[src/rtl/pps_timekeeper.sv]
// pps_timekeeper: PPS-disciplined time-of-day clock with acquire/lock tracking.
// Define PPS_HOLDOVER_EN to free-run through PPS loss (HOLDOVER) instead of dropping straight to UNLOCKED.
module pps_timekeeper #(
    parameter int CLK_HZ   = 50000000,
    parameter int TOL      = 5000,
    parameter int LOCK_N   = 3,
    parameter int HOLD_MAX = 60
) (
    input  logic        clk,
    input  logic        rst,
    input  logic        pe,
    input  logic        load,
    input  logic [4:0]  load_hour,
    input  logic [5:0]  load_min,
    input  logic [5:0]  load_sec,
    output logic        tick,
    output logic [4:0]  hour,
    output logic [5:0]  min,
    output logic [5:0]  sec,
    output logic        locked,
    output logic        holdover,
    output logic [31:0] period
);
    typedef enum logic [1:0] {UNLOCKED, ACQUIRE, LOCKED, HOLDOVER} state_t;
    localparam logic [32:0] LO = 33'(CLK_HZ - TOL);
    localparam logic [32:0] HI = 33'(CLK_HZ + TOL);
    localparam int GW = $clog2(LOCK_N + 1);
    state_t state, state_n;
    logic [31:0] cyc;
    logic [32:0] ival;
    logic [GW-1:0] good_cnt;
    logic in_tol, tmo, tick_d, cyc_clr, cyc_hold, good_clr, good_inc, per_ld, load_ok;
    logic [4:0] hour_n;
    logic [5:0] min_n, sec_n;
`ifdef PPS_HOLDOVER_EN
    localparam int HW = $clog2(HOLD_MAX + 1);
    logic [HW-1:0] hold_cnt;
    logic hold_set, hold_inc;
`endif
    assign ival   = {1'b0, cyc} + 33'd1;
    assign in_tol = ival >= LO && ival <= HI;
    assign tmo    = !pe && ival >= HI;
    assign locked = state == LOCKED;
`ifdef PPS_HOLDOVER_EN
    assign holdover = state == HOLDOVER;
`else
    assign holdover = 1'b0;
`endif
    always_comb begin
        state_n  = state;
        tick_d   = 1'b0;
        cyc_clr  = 1'b0;
        cyc_hold = 1'b0;
        good_clr = 1'b0;
        good_inc = 1'b0;
        per_ld   = 1'b0;
`ifdef PPS_HOLDOVER_EN
        hold_set = 1'b0;
        hold_inc = 1'b0;
`endif
        case (state)
            UNLOCKED: if (pe) begin
                state_n  = ACQUIRE;
                cyc_clr  = 1'b1;
                good_clr = 1'b1;
            end
            ACQUIRE: if (pe) begin
                cyc_clr  = 1'b1;
                tick_d   = in_tol;
                per_ld   = in_tol;
                good_inc = in_tol;
                good_clr = !in_tol;
                if (in_tol && good_cnt == GW'(LOCK_N - 1)) state_n = LOCKED;
            end else if (tmo) state_n = UNLOCKED;
            LOCKED: if (pe && in_tol) begin
                tick_d  = 1'b1;
                cyc_clr = 1'b1;
                per_ld  = 1'b1;
            end else if (tmo) begin
`ifdef PPS_HOLDOVER_EN
                state_n  = HOLDOVER;
                tick_d   = 1'b1;
                cyc_hold = 1'b1;
                hold_set = 1'b1;
`else
                state_n  = UNLOCKED;
`endif
            end
            default: begin
`ifdef PPS_HOLDOVER_EN
                // A PPS edge pre-empts any free-run tick falling in the same cycle
                if (pe) begin
                    state_n  = ACQUIRE;
                    cyc_clr  = 1'b1;
                    good_clr = 1'b1;
                end else if (ival == {1'b0, period}) begin
                    tick_d   = 1'b1;
                    cyc_clr  = 1'b1;
                    hold_inc = 1'b1;
                    if (hold_cnt == HW'(HOLD_MAX - 1)) state_n = UNLOCKED;
                end
`else
                state_n = UNLOCKED;
`endif
            end
        endcase
    end
    assign load_ok = load_hour < 5'd24 && load_min < 6'd60 && load_sec < 6'd60;
    assign sec_n   = sec == 6'd59 ? 6'd0 : sec + 6'd1;
    assign min_n   = sec != 6'd59 ? min : (min == 6'd59 ? 6'd0 : min + 6'd1);
    assign hour_n  = (sec != 6'd59 || min != 6'd59) ? hour : (hour == 5'd23 ? 5'd0 : hour + 5'd1);
    always_ff @(posedge clk) begin
        if (rst) begin
            state    <= UNLOCKED;
            cyc      <= '0;
            good_cnt <= '0;
            period   <= 32'(CLK_HZ);
            tick     <= 1'b0;
            hour     <= '0;
            min      <= '0;
            sec      <= '0;
        end else begin
            state    <= state_n;
            tick     <= tick_d;
            cyc      <= cyc_clr ? '0 : cyc_hold ? HI[31:0] - period : (cyc == '1 ? cyc : cyc + 32'd1);
            good_cnt <= good_clr ? '0 : good_inc ? good_cnt + GW'(1) : good_cnt;
            period   <= per_ld ? ival[31:0] : period;
            if (load && load_ok) begin
                hour <= load_hour;
                min  <= load_min;
                sec  <= load_sec;
            end else if (tick_d) begin
                hour <= hour_n;
                min  <= min_n;
                sec  <= sec_n;
            end
        end
    end
`ifdef PPS_HOLDOVER_EN
    always_ff @(posedge clk) begin
        if (rst) hold_cnt <= '0;
        else hold_cnt <= hold_set ? HW'(1) : hold_inc ? hold_cnt + HW'(1) : hold_cnt;
    end
`endif
endmodule

[config.mk]
export PLATFORM = sky130hd
export DESIGN_NAME = pps_timekeeper
export DESIGN_NICKNAME = d
export VERILOG_FILES = /design/src/rtl/pps_timekeeper.sv
export SDC_FILE = /design/constraint.sdc
export NUM_CORES = 1
export LEC_CHECK = 0
export CAP_MARGIN = 20
export CORE_MARGIN = 2
export CORE_UTILIZATION = 54
export DETAILED_ROUTE_END_ITERATION = 16
export PLACE_DENSITY = 0.83
export RECOVER_POWER = 25
export SLEW_MARGIN = 20
export SYNTH_ARGS = -nofsm -noshare
export SYNTH_HDL_FRONTEND = slang
export SYNTH_SLANG_ARGS = --single-unit
[constraint.sdc]
create_clock -name clk -period 4.1 [get_ports clk]
set_input_delay 0.82 -clock clk [delete_from_list [all_inputs] [get_ports clk]]
set_output_delay 0.82 -clock clk [all_outputs]
set_load 0.02 [all_outputs]
==> results.yml <==
timing:
  worst_pin_slew_ns: 0.798
  setup_viol: 0
  maxSlewHeadroom_pct: 46.8
  min_period_ns: 3.85
  drv_slew: 0
  timing.final.crit_share_pct: 93.9
  final.setup_skew_ns: 0.0126
  tns_ns: 0
  timing.final.hold_violations: 0
  rsz0062_at_grt: "false"
  fmax_mhz: 260
synth:
  synth-edff-count: 0
  synth_area_leader_cell: "dfxtp_1"
  syn_area_sq_um: 4560
  async_flop_share_pct: 0
  ys_top_cells_by_count: "dfxtp_1 (86), nor2_1 (61), nand2_1 (42), a21oi_1 (35), nand3_1 (29)"
  synthTopCellsByArea: "dfxtp_1 (38%), nor2_1 (5.0%), xnor2_1 (4.0%)"
  synth_most_common_cell: "dfxtp_1"
  ys_seq_area_share_pct: 37.8
  syn-num-nets: 565
  synthFlopType: "dfxtp_1"
  syn_avg_cell_area_sq_um: 8.52
  synth-warning-count: 0
  ys_seq_elements: 86
  synthCells: 535
  synth.top_cell.area_share_pct: 37.8
  ys_types: 65
pwr:
  swShare_pct: 27.9
  irDropWorstVdd_uv: 171
  internal-power_mw: 1.18
  leakagePower_nw: 2.03
  clockPowerShare_pct: 35.0
  combPwrFrac_pct: 11.3
  pwr-share-seq_pct: 53.7
  powerDensity_nw_per_um2: 292
  p_sw_mw: 0.455
  total_power_mw: 1.63
placed_design:
  gp_congestion: 0.935
  dpl.hpwl_mm: 8.45
  numPortBuffers: 71
global_route:
  grt_pass1_wl_mm: 18.7
  grt_max_degree: 40
  overflow: 0
  grt_usage_pct: 25.8
  grt_pass1_vias: 3925
  antenna_found_initial: 0
detailed_routing:
  routedWlPerCell_microns: 16.5
  num_vias: 4358
  ant_nets: 0
  drc_errors: 0
  met3WireLength_microns: 745
  wl_met1_mm: 5.24
  top_layer: "met4"
  dr_wl_met2_mm: 5.46
  finalWirelength_mm: 11.7
  vias_per_cell: 6.14
  first_iter_violations: 316
  firstDrtPassIters: 5
status:
  status: "completed"
floorplanning:
  die_y_microns: 95.9
  dieArea_sq_um: 9190
  rows: 33
  design.core.area_sq_um: 8220
  io_pins: 73
  die_w_microns: 95.9
  initial_utilization_pct: 55.5
finish:
  nets: 630
  antenna_cells: 0
  final_util_pct: 68.1
  area_growth_pct: 22.6
  drive_gt1_share_pct: 9.09
worst_setup_path:
  r2r_end: "hour[4]"
  reg2reg_from: "cyc[0]"
  critPathLaunch: "cyc[0]"
  r2r_cells: 10
  cp_max_fo: 7
  reg2reg_slack_ns: 0.25
  cp-endpoint: "hour[4]"
  worstPathRequired_ns: 4.36
  cp.arrival_ns: 4.11
  crit_type: "flop to flop"
  end_kind: "flop"
  startpoint_type: "flop"
clock_network:
  clock_sinks: 86
  h-tree-depth: 3
  cts_buffers: 9
  clock_path_buffers: 2
  tritoncts: "yes"
  cts-hold-fix-buffers: 0
  clkTransAtPathRegs_ns: 0.09
  cts.root.buffer_cell: "clkbuf_8"
  clk_latency_ns: 0.37
hold_path:
  hp-class: "flop to flop"
  min_path_cells: 1
job:
  max_cap_violations: 0
==> metal layers <==
layer / vias to the layer above / GRT usage, %
met3: 23 / 3.68
li1: 2095 / -
met1: 2060 / 33.3
met4: 0 / 10.2
met2: 180 / 43.4
met5: - / 0
==> worst max-delay path, stage by stage, from the launching register on <==
cell and delay, ns:
dfxtp_1 0.46, ha_1 0.28, nand4_1 0.28, or3_1 0.41, xor2_1 0.19, or4_4 0.45
o41ai_4 0.48, o221ai_2 0.24, nor4_1 0.39, mux2_2 0.39, a22o_1 0.17
==> registers in the layout, indices dropped and copies added, names as in the netlist <==
signal    flops
cyc          32
sec           6
hour          5
min           6
tick          1
period       32
state         2
good_cnt      2
==> power by group through the flow <==
stage	clock, mW	combinational (mW)	sequential [mW]
global route	0.604	0.201	0.881
floorplan	0	0.0914	0.906
finish	0.571	0.184	0.878
CTS	0.574	0.184	0.877
global placement	0	0.176	0.895
detailed placement	0	0.182	0.896
==> final cells by class <==
cell class | count | area, sq um
sequential | 86 | 1720
fill | 644 | 2630
clock buffer | 10 | 138
clock inverter | 6 | 43.8
timing repair buffer | 83 | 826
multi-input combinational | 403 | 2670
inverter | 17 | 63.8
tap | 105 | 131
==> how the worst min path moves through the flow <==
stage / from / slack, ns / end
6_report: period[19] / 0.45 / period[19]
2_1_floorplan: state[0] / 0.47 / state[0]
5_1_grt: period[20] / 0.47 / period[20]
4_1_cts: period[19] / 0.45 / period[19]
3_5_place_dp: period[19] / 0.43 / period[19]
3_3_place_gp: period[23] / 0.43 / period[23]
==> stage by stage <==
stage / instance area (sq um) / hold slack [ns] / worst slack (ns) / instances
global route: 5590 / 0.470 / 0.00520 / 710
finish: 5590 / 0.447 / 0.250 / 710
floorplan: 4560 / 0.469 / 0.641 / 535
global placement: 5380 / 0.428 / 0.433 / 692
detailed placement: 5380 / 0.433 / 0.290 / 692
CTS: 5570 / 0.455 / 0.241 / 708
==> repair_timing <==
action                     4_1_cts  5_1_grt
buffers inserted                 0        2
resized for setup                0        2
setup endpoints to repair        0        9
==> layout by cell type, fill, tap and decap left out, drive strengths merged, types with 4 or more instances in the layout <==
cell           Yosys  layout
a311oi             7       7
nor3              14      14
dfxtp             86      86
ha                 9       9
or2                5       5
nand3             29      29
o211ai             5       5
clkdlybuf4s50      0      37
dlygate4sd3        0      34
xnor2             21      21
nand2             42      42
or3               17      17
and3              13      13
xor2              13      13
buf               14      12
o31ai              4       4
a211oi            20      20
inv               17      20
a21oi             35      35
nor2b              4       4
mux2i             10      10
o21ai              8       8
a31oi              6       6
nor2              62      62
nor4              12      12
nand4             22      22
clkbuf            15      10
==> kinds of logic (layout without fill, tap and decap cells) <==
kind of cell | Yosys count | count (layout) | share of synthesized area (%)
simple gates | 234 | 234 | 28.4
compound gates | 114 | 114 | 18.1
flops | 86 | 86 | 37.8
buf+inv | 46 | 116 | 4.23
xor+xnor | 34 | 34 | 6.53
mux | 11 | 11 | 2.44
fa+ha+maj | 9 | 9 | 2.47
other cells | 1 | 1 | 0.0822
Note: power is estimated with default switching activity, not from simulation.
